--- config.mk ---
export PLATFORM = sky130hd
export DESIGN_NAME = inference_sched
export DESIGN_NICKNAME = d
export VERILOG_FILES = /design/src/rtl/inference_sched.sv
export SDC_FILE = /design/constraint.sdc
export NUM_CORES = 1
export LEC_CHECK = 0
export ABC_AREA = 1
export ABC_CLOCK_PERIOD_IN_PS = 1800
export BUFFER_PORTS_ARGS = -buffer_cell sky130_fd_sc_hd__buf_4
export CAP_MARGIN = 0
export CORE_MARGIN = 2
export CORE_UTILIZATION = 40
export CTS_BUF_LIST = sky130_fd_sc_hd__clkbuf_16
export DETAILED_ROUTE_END_ITERATION = 16
export GPL_ROUTABILITY_DRIVEN = 0
export PLACE_DENSITY = 0.74
export SLEW_MARGIN = 10
export SYNTH_ARGS = -nofsm -noshare
export SYNTH_HDL_FRONTEND = slang
export SYNTH_SLANG_ARGS = --single-unit
--- constraint.sdc ---
create_clock -name clk -period 1.8 [get_ports clk]
set_input_delay 0.36 -clock clk [delete_from_list [all_inputs] [get_ports clk]]
set_output_delay 0.36 -clock clk [all_outputs]
set_load 0.03 [all_outputs]
--- src/rtl/inference_sched.sv ---
// Frame loader / result streamer for the MLP inference core: scatters one input frame into A/B/C RAMs, starts the core, streams RES out.
// Optional Done watchdog enabled by defining INF_TIMEOUT_EN.
module inference_sched #(
  parameter int width          = 8,
  parameter int A_depth_bits   = 9,
  parameter int B_depth_bits   = 4,
  parameter int C_depth_bits   = 2,
  parameter int RES_depth_bits = 6,
  parameter int NUM_A          = 448,
  parameter int NUM_B          = 16,
  parameter int NUM_C          = 3,
  parameter int NUM_RES        = 64,
  parameter int TIMEOUT_CYCLES = 4096
) (
  input  logic                      clk,
  input  logic                      resetn,
  input  logic                      s_valid,
  input  logic                      s_last,
  output logic                      s_ready,
  input  logic [width-1:0]          s_data,
  output logic                      m_valid,
  output logic                      m_last,
  input  logic                      m_ready,
  output logic [width-1:0]          m_data,
  output logic                      A_write_en,
  output logic [A_depth_bits-1:0]   A_write_address,
  output logic [width-1:0]          A_write_data_in,
  output logic                      B_write_en,
  output logic [B_depth_bits-1:0]   B_write_address,
  output logic [width-1:0]          B_write_data_in,
  output logic                      C_write_en,
  output logic [C_depth_bits-1:0]   C_write_address,
  output logic [width-1:0]          C_write_data_in,
  output logic [width-1:0]          hidden_layer_bias_one,
  output logic [width-1:0]          hidden_layer_bias_two,
  output logic [width-1:0]          output_layer_bias,
  output logic                      inf_start,
  input  logic                      inf_done,
  output logic                      RES_read_en,
  output logic [RES_depth_bits-1:0] RES_read_address,
  input  logic [width-1:0]          RES_read_data_out,
  output logic                      busy,
  output logic                      err
);

  typedef enum logic [2:0] {IDLE, LOAD_A, LOAD_B, LOAD_C, START, WAIT_DONE, RD_RES, OUT} state_t;

  localparam logic [A_depth_bits-1:0]   CNT0   = '0;
  localparam logic [A_depth_bits-1:0]   CNT1   = A_depth_bits'(1);
  localparam logic [A_depth_bits-1:0]   A_LAST = A_depth_bits'(NUM_A - 1);
  localparam logic [A_depth_bits-1:0]   B_LAST = A_depth_bits'(NUM_B - 1);
  localparam logic [A_depth_bits-1:0]   C_LAST = A_depth_bits'(NUM_C - 1);
  localparam logic [RES_depth_bits-1:0] K_LAST = RES_depth_bits'(NUM_RES - 1);

  state_t                    state_q;
  logic                      live_q;
  logic [A_depth_bits-1:0]   cnt_q, waddr_q;
  logic [width-1:0]          wdat_q, bias1_q, bias2_q, obias_q;
  logic                      a_we_q, b_we_q, c_we_q;
  logic                      start_q, done_q, re_q, mv_q, ml_q, err_q;
  logic [RES_depth_bits-1:0] k_q;
`ifdef INF_TIMEOUT_EN
  localparam int TW = $clog2(TIMEOUT_CYCLES);
  // START counts as the first watchdog cycle, so expiry lands TIMEOUT_CYCLES after the pulse
  localparam logic [TW-1:0] TMO_LAST = TW'(TIMEOUT_CYCLES - 2);
  logic [TW-1:0] tmo_q;
`endif

  logic beat, final_word;
  assign s_ready    = live_q && (state_q inside {IDLE, LOAD_A, LOAD_B, LOAD_C});
  assign beat       = s_valid && s_ready;
  assign final_word = (state_q == LOAD_C) && (cnt_q == C_LAST);

  always_ff @(posedge clk) begin
    if (!resetn) begin
      state_q <= IDLE;
      live_q  <= 1'b0;
      cnt_q   <= '0;
      waddr_q <= '0;
      wdat_q  <= '0;
      bias1_q <= '0;
      bias2_q <= '0;
      obias_q <= '0;
      a_we_q  <= 1'b0;
      b_we_q  <= 1'b0;
      c_we_q  <= 1'b0;
      start_q <= 1'b0;
      done_q  <= 1'b0;
      re_q    <= 1'b0;
      mv_q    <= 1'b0;
      ml_q    <= 1'b0;
      err_q   <= 1'b0;
      k_q     <= '0;
`ifdef INF_TIMEOUT_EN
      tmo_q   <= '0;
`endif
    end else begin
      live_q  <= 1'b1;
      a_we_q  <= 1'b0;
      b_we_q  <= 1'b0;
      c_we_q  <= 1'b0;
      start_q <= 1'b0;
      re_q    <= 1'b0;
      unique case (state_q)
        IDLE: if (beat) begin
          // a new frame clears the sticky error unless its very first beat is already an early last
          err_q   <= s_last;
          a_we_q  <= 1'b1;
          waddr_q <= '0;
          wdat_q  <= s_data;
          if (!s_last) begin
            cnt_q   <= CNT1;
            state_q <= LOAD_A;
          end
        end
        LOAD_A, LOAD_B, LOAD_C: if (beat) begin
          waddr_q <= cnt_q;
          wdat_q  <= s_data;
          cnt_q   <= cnt_q + 1'b1;
          if (state_q == LOAD_A) begin
            a_we_q <= 1'b1;
            if (cnt_q == A_LAST) begin
              cnt_q   <= '0;
              state_q <= LOAD_B;
            end
          end else if (state_q == LOAD_B) begin
            b_we_q <= 1'b1;
            if (cnt_q == CNT0) bias1_q <= s_data;
            if (cnt_q == CNT1) bias2_q <= s_data;
            if (cnt_q == B_LAST) begin
              cnt_q   <= '0;
              state_q <= LOAD_C;
            end
          end else begin
            c_we_q <= 1'b1;
            if (cnt_q == CNT0) obias_q <= s_data;
            if (cnt_q == C_LAST) begin
              cnt_q   <= '0;
              state_q <= START;
              start_q <= 1'b1;
              if (!s_last) err_q <= 1'b1;
            end
          end
          if (s_last && !final_word) begin
            err_q   <= 1'b1;
            cnt_q   <= '0;
            state_q <= IDLE;
          end
        end
        START: begin
          done_q  <= inf_done;
          state_q <= WAIT_DONE;
`ifdef INF_TIMEOUT_EN
          tmo_q   <= '0;
`endif
        end
        WAIT_DONE: begin
          done_q <= inf_done;
          if (inf_done && !done_q) begin
            k_q     <= '0;
            re_q    <= 1'b1;
            state_q <= RD_RES;
          end
`ifdef INF_TIMEOUT_EN
          else if (tmo_q == TMO_LAST) begin
            err_q   <= 1'b1;
            state_q <= IDLE;
          end else begin
            tmo_q <= tmo_q + 1'b1;
          end
`endif
        end
        RD_RES: begin
          mv_q    <= 1'b1;
          ml_q    <= (k_q == K_LAST);
          state_q <= OUT;
        end
        OUT: if (m_ready) begin
          mv_q <= 1'b0;
          ml_q <= 1'b0;
          if (k_q == K_LAST) begin
            k_q     <= '0;
            state_q <= IDLE;
          end else begin
            k_q     <= k_q + 1'b1;
            re_q    <= 1'b1;
            state_q <= RD_RES;
          end
        end
        default: state_q <= IDLE;
      endcase
    end
  end

  // RES RAM output register holds its word while read_en stays low, so it is the stalled m_data
  assign m_data                = mv_q ? RES_read_data_out : '0;
  assign m_valid               = mv_q;
  assign m_last                = ml_q;
  assign A_write_en            = a_we_q;
  assign A_write_address       = waddr_q;
  assign A_write_data_in       = wdat_q;
  assign B_write_en            = b_we_q;
  assign B_write_address       = waddr_q[B_depth_bits-1:0];
  assign B_write_data_in       = wdat_q;
  assign C_write_en            = c_we_q;
  assign C_write_address       = waddr_q[C_depth_bits-1:0];
  assign C_write_data_in       = wdat_q;
  assign hidden_layer_bias_one = bias1_q;
  assign hidden_layer_bias_two = bias2_q;
  assign output_layer_bias     = obias_q;
  assign inf_start             = start_q;
  assign RES_read_en           = re_q;
  assign RES_read_address      = k_q;
  assign busy                  = (state_q != IDLE);
  assign err                   = err_q;

endmodule
* Yosys cells after proc, flatten, opt, wreduce, memory -nomap -nowiden
Index checks and enable logic that the tools add are counted.
** Cells by class
- Magnitude comparators :: 0
- Bitwise logic cells :: 5
- Reductions and logical operators :: 29
- Shifts and indexed selects :: 0
- Mux-type cells :: 54
- Divide/modulo/power cells :: 0
- Multipliers :: 0
- Equal/unequal tests :: 24
- Add/sub/neg operators :: 2
** Operators with widths (count)
- 2-to-1 mux 9 bit :: 11
- 2-to-1 mux 3 bit :: 12
- one-hot mux 9 bit (2 select lines) :: 2
- 2-to-1 mux 1 bit :: 18
- 2-to-1 mux 6 bit :: 3
- one-hot mux 3 bit (6 select lines) :: 1
- AND reduction 5 bit :: 3
- equality test 3 bit (second input constant) :: 4
- inequality test 3 bit (second input constant) :: 4
- one-hot mux 6 bit (2 select lines) :: 1
- inequality test 2 bit (second input constant) :: 5
- inequality test 5 bit (second input constant) :: 2
- one-hot mux 1 bit (2 select lines) :: 5
- adder 9 x 1 -> 9 bit (second input constant) :: 1
- equality test 9 x 1 -> 1 bit (second input constant) :: 1
- equality test 9 x 2 -> 1 bit (second input constant) :: 1
- equality test 9 x 4 -> 1 bit (second input constant) :: 1
- equality test 9 bit (second input constant) :: 1
- zero test 9 bit :: 1
- 2-to-1 mux 8 bit :: 1
- AND reduction 8 bit :: 1
- OR reduction 4 bit :: 2
- AND reduction 7 bit :: 1
- adder 6 x 1 -> 6 bit (second input constant) :: 1
- 17 further kinds :: 31
** Word-level totals
- Flip-flop bits (word level) :: 69
- Memories kept :: 0
- Latch bits :: 0
- Bits of input ports :: 22
- Bits in writable memories :: 0
- Logic and storage cells :: 132
- Memory bits (read-only) :: 0

* Logic depth before layout (Yosys ltp)
- Word-level depth :: 7
- Gate-level depth with buffers :: 13

* Least setup slack after synthesis
No wires, ideal clock.
- Path type :: register to register
- From :: reg state_q[2]
- To :: reg obias_q[6], in the netlist output_layer_bias[6]
- Library setup time :: 0.119 ns
- Cell stages (with the launch flop) :: 9
- Slack :: 0.182 ns
- Data arrival time :: 1.499 ns
- Data required time :: 1.681 ns
- Clock period less this slack :: 1.618 ns
- Path through :: dfxtp_1 > nor2_2 > nand2_2 > buf_6 > nor2_4 > nand3_2 > buf_6 > o21ai_0 > a21oi_1
** On the way
- Longest elaborated chain between the ends :: 5
- Elaborated cells on any way between the ends :: 11
- Classes of those cells :: eq/ne (3); bitwise (2); reduce/logical (6)
** RTL lines
- start: declaration :: RTL line 55 : state_t state_q;
- start signal: assignment :: RTL line 76 : state_q <= IDLE;
- start signal: assignment :: RTL line 113 : state_q <= LOAD_A;
- start signal: assignment :: RTL line 124 : state_q <= LOAD_B;
- equality test 3 x 1 -> 1 bit (tied with other cells) :: RTL line 70 : assign s_ready = live_q && (state_q inside {IDLE, LOAD_A, LOAD_B, LOAD_C});
- nonzero test 4 bit * :: RTL line 70
- logical AND 1 bit * :: RTL line 70
- via s_ready :: RTL line 19 : output logic s_ready,
- logical AND 1 bit * :: RTL line 71 : assign beat = s_valid && s_ready;
- AND reduction 5 bit (no source line) *
- end signal: assignment :: RTL line 136 : if (cnt_q == CNT0) obias_q <= s_data;
- end: declaration :: RTL line 58 : logic [width-1:0] wdat_q, bias1_q, bias2_q, obias_q;
Mark *: on every way through the listed nets, which the timed path passes. The rest lies on a longest branch.
A chain may end at the register's enable or synchronous reset.

* Final worst setup path
- From :: reg state_q[1]
- To :: reg state_q[0]
** On the way
- Longest elaborated chain between the ends :: 7
- Elaborated cells on any way between the ends :: 29
- Classes of those cells :: eq/ne (15); mux (5); reduce/logical (9)
** RTL lines
- equality test 3 x 2 -> 1 bit :: RTL line 70, 72, 104
- logical AND 1 bit :: RTL line 72 : assign final_word = (state_q == LOAD_C) && (cnt_q == C_LAST);
- zero test 1 bit :: RTL line 144 : if (s_last && !final_word) begin
- logical AND 1 bit :: RTL line 144
- 2-to-1 mux 3 bit :: RTL line 144
- 2-to-1 mux 3 bit :: RTL line 116 : LOAD_A, LOAD_B, LOAD_C: if (beat) begin
- one-hot mux 3 bit (6 select lines) :: RTL line 104 : unique case (state_q)
Several ways; a longest one is shown, not always the timed one. The select of a mux whose other input is x is not followed.

==> impl_metrics.ini <==
[worst_setup_path]
critPathMaxFanout = 7
critical_path_arrival_ns = 1.88
reg2reg_to = state_q[0]
r2r_cells = 7
critPathKind = register to register
critPathLaunch = state_q[1]
r2r_start = state_q[1]
cp-end-kind = register
worstSetupStartpointType = register
cp.required_ns = 2.02
r2r_setup_slack_ns = 0.14

[detailed_routing]
wl_met1_mm = 3.84
routed_wl_mm = 8.79
route.detailed.drc = 0
wl_per_cell_um = 13.0
maxUsedRoutingLayer = met4
ant_nets = 0
vias_per_cell = 4.99
firstDrtPassIters = 4
wl_met2_mm = 4.14
wl_met3_um = 662
num_vias = 3365
drt_iter0_drc = 237

[timing]
fin_crit_ns = 1.66
rsz0062_at_grt = no
fin_crit_sh = 0.921
clock.fmax_mhz = 603
finalClockSkew_ns = 0.00341
worst_pin_slew_ns = 0.367
hold_violations = 0
setup_tns_ns = 0
slew_headroom = 0.753
setup_viol = 0
drv_slew = 0

[layout]
final_util = 0.518
drive_above_1_share = 0.298
area_growth_pct = 27.1
fill_cells = 801
final_net_count = 589
n_antenna_cell = 0
postLayoutCellArea_sq_um = 4480
instances_no_fill = 675

[power_and_ir_drop]
max-vdd-ir-drop_v = 0.000413
p_leak_nw = 2.01
power.density_nw_per_um2 = 788

[job]
maxCapViolCount = 0

[die]
core_area_sq_um = 8640
die_area_sq_um = 9570
boundaryPins = 109
fp.dieH_um = 97.8
num_rows = 34
start_util = 0.408
die_x_um = 97.8

[clock_network]
cts_buffers = 9
clock_latency_ns = 0.33
cts-root-buf = clkbuf_16
cts_tree = done
clock_path_buffers = 2
clkTransAtPathRegs_ns = 0.05
cts_hold_buf = 0
htree_levels = 3
cts.sinks = 69

[yosys]
synth_seq_area_share = 0.392
synth.distinct_cells = 38
syn_area_sq_um = 3520
synth_top_cells_by_count = nand2_1 (96), dfxtp_1 (69), a21oi_1 (62), inv_1 (53), nor2_1 (31)
synth_edf_count = 0
netlist_instances = 476
yosys.area.top_type = dfxtp_1
syn_nets = 503
synth_flop_cell = dfxtp_1
synth.area.top_cells = dfxtp_1 (39%), nand2_1 (10%), a21oi_1 (8.8%)
yosysWarnings = 0
ys_ff_latch = 69
synth_top_area_frac = 0.392
syn_area_per_cell_sq_um = 7.40
yosysMostFrequentCell = nand2_1
async_flop_share = 0

[hold_path]
holdPathEnd = done_q
hold_path_class = input pin to register
min-delay-start = inf_done
min_path_cells = 3

[place]
dp.cells = 659
place_hpwl_mm = 6.61
place_area_sq_um = 4220
io_buffers = 108

[global_route]
grt_pass1_vias = 3094
grt_pass1_wl_mm = 14.4
grt_max_degree = 25
gr-total-overflow = 0
antenna_found_initial = 0
grtUsageTotal = 0.185

[outcome]
status = complete, no violations
## layout by cell type (no fill, tap or decap), types with 3 or more instances in the layout
cell type,count
a21oi_1,62
a31oi_1,3
buf_4,117
clkbuf_16,9
clkinv_1,3
clkinv_2,4
dfxtp_1,68
ha_1,5
inv_1,54
inv_2,5
inv_4,3
nand2_1,96
nand2_2,4
nand3_1,21
nand3_2,4
nand4_1,8
nor2_1,31
nor2_2,7
nor2_4,4
nor3_1,3
o21ai_0,30
o21ai_1,8
## report_power, final
group	switching (W)	internal (W)	leakage, nW	total (W)
combinational	0.000262	0.000144	1.32	0.000406
clock	0.000633	0.000908	0.131	0.00154
sequential	0.0000279	0.00155	0.558	0.00158
## metrics by stage
step | power (W) | setup WS (ns) | hold slack (ns)
6_report | 0.00353 | 0.143 | 0.305
3_5_place_dp | 0.00202 | 0.0749 | 0.435
2_1_floorplan | 0.00189 | 0.182 | 0.388
4_1_cts | 0.00357 | 0.0624 | 0.290
3_3_place_gp | 0.00201 | 0.155 | 0.431
5_1_grt | 0.00368 | 0.0174 | 0.305
## worst max path at each step
stage	end	cells past startpoint
after global routing	cnt_q[6]	8
final	state_q[0]	7
after global placement	state_q[1]	9
after detailed placement	state_q[0]	7
after CTS	state_q[0]	7
after floorplan	output_layer_bias[6]	8
## state kept, by name, summed over array words and instances, names as in the netlist, 3 cells and up
signal and cells:
A_write_data_in 8, output_layer_bias 8, hidden_layer_bias_two 8, RES_read_address 6
cnt_q 9, state_q 3, hidden_layer_bias_one 8, A_write_address 9
## metal layers
| metal | up-vias | GRT usage |
|---|---|---|
| met1 | 1517 | 0.225 |
| met2 | 141 | 0.309 |
| met5 | - | 0 |
| met3 | 15 | 0.0623 |
| met4 | 0 | 0.0620 |
| li1 | 1692 | - |
## repair_timing
item / CTS / global route
buffers inserted: 0 / 0
setup endpoints to repair: 0 / 13
endpoints found under the hold margin: 0 / 0
gates resized for setup: 0 / 1
## critical path: stages (launching register included)
cell and delay (ns):
dfxtp_1 0.50, nand2_1 0.23, nor2_4 0.21, nand3_2 0.12
nand2_2 0.17, nand3_4 0.11, a21oi_1 0.14, nor2_1 0.06
## kinds of logic after synthesis
family / count (synthesis) / share of synthesized area
compound gates: 109 / 0.164
fa+ha+maj: 5 / 0.0178
buf+inv: 105 / 0.161
flops: 69 / 0.392
simple gates: 188 / 0.265
## layout make-up
cell class / instances / area [sq um] / share of cell area
flip-flops and latches: 69 / 1380 / 0.309
multi-input cells: 302 / 1580 / 0.352
well taps: 108 / 135 / 0.0302
clock inverters: 7 / 33.8 / 0.00755
clock buffers: 9 / 225 / 0.0503
repair buffers: 117 / 878 / 0.196
inverters: 63 / 245 / 0.0548
No activity file was read; power rests on OpenSTA's default activity.
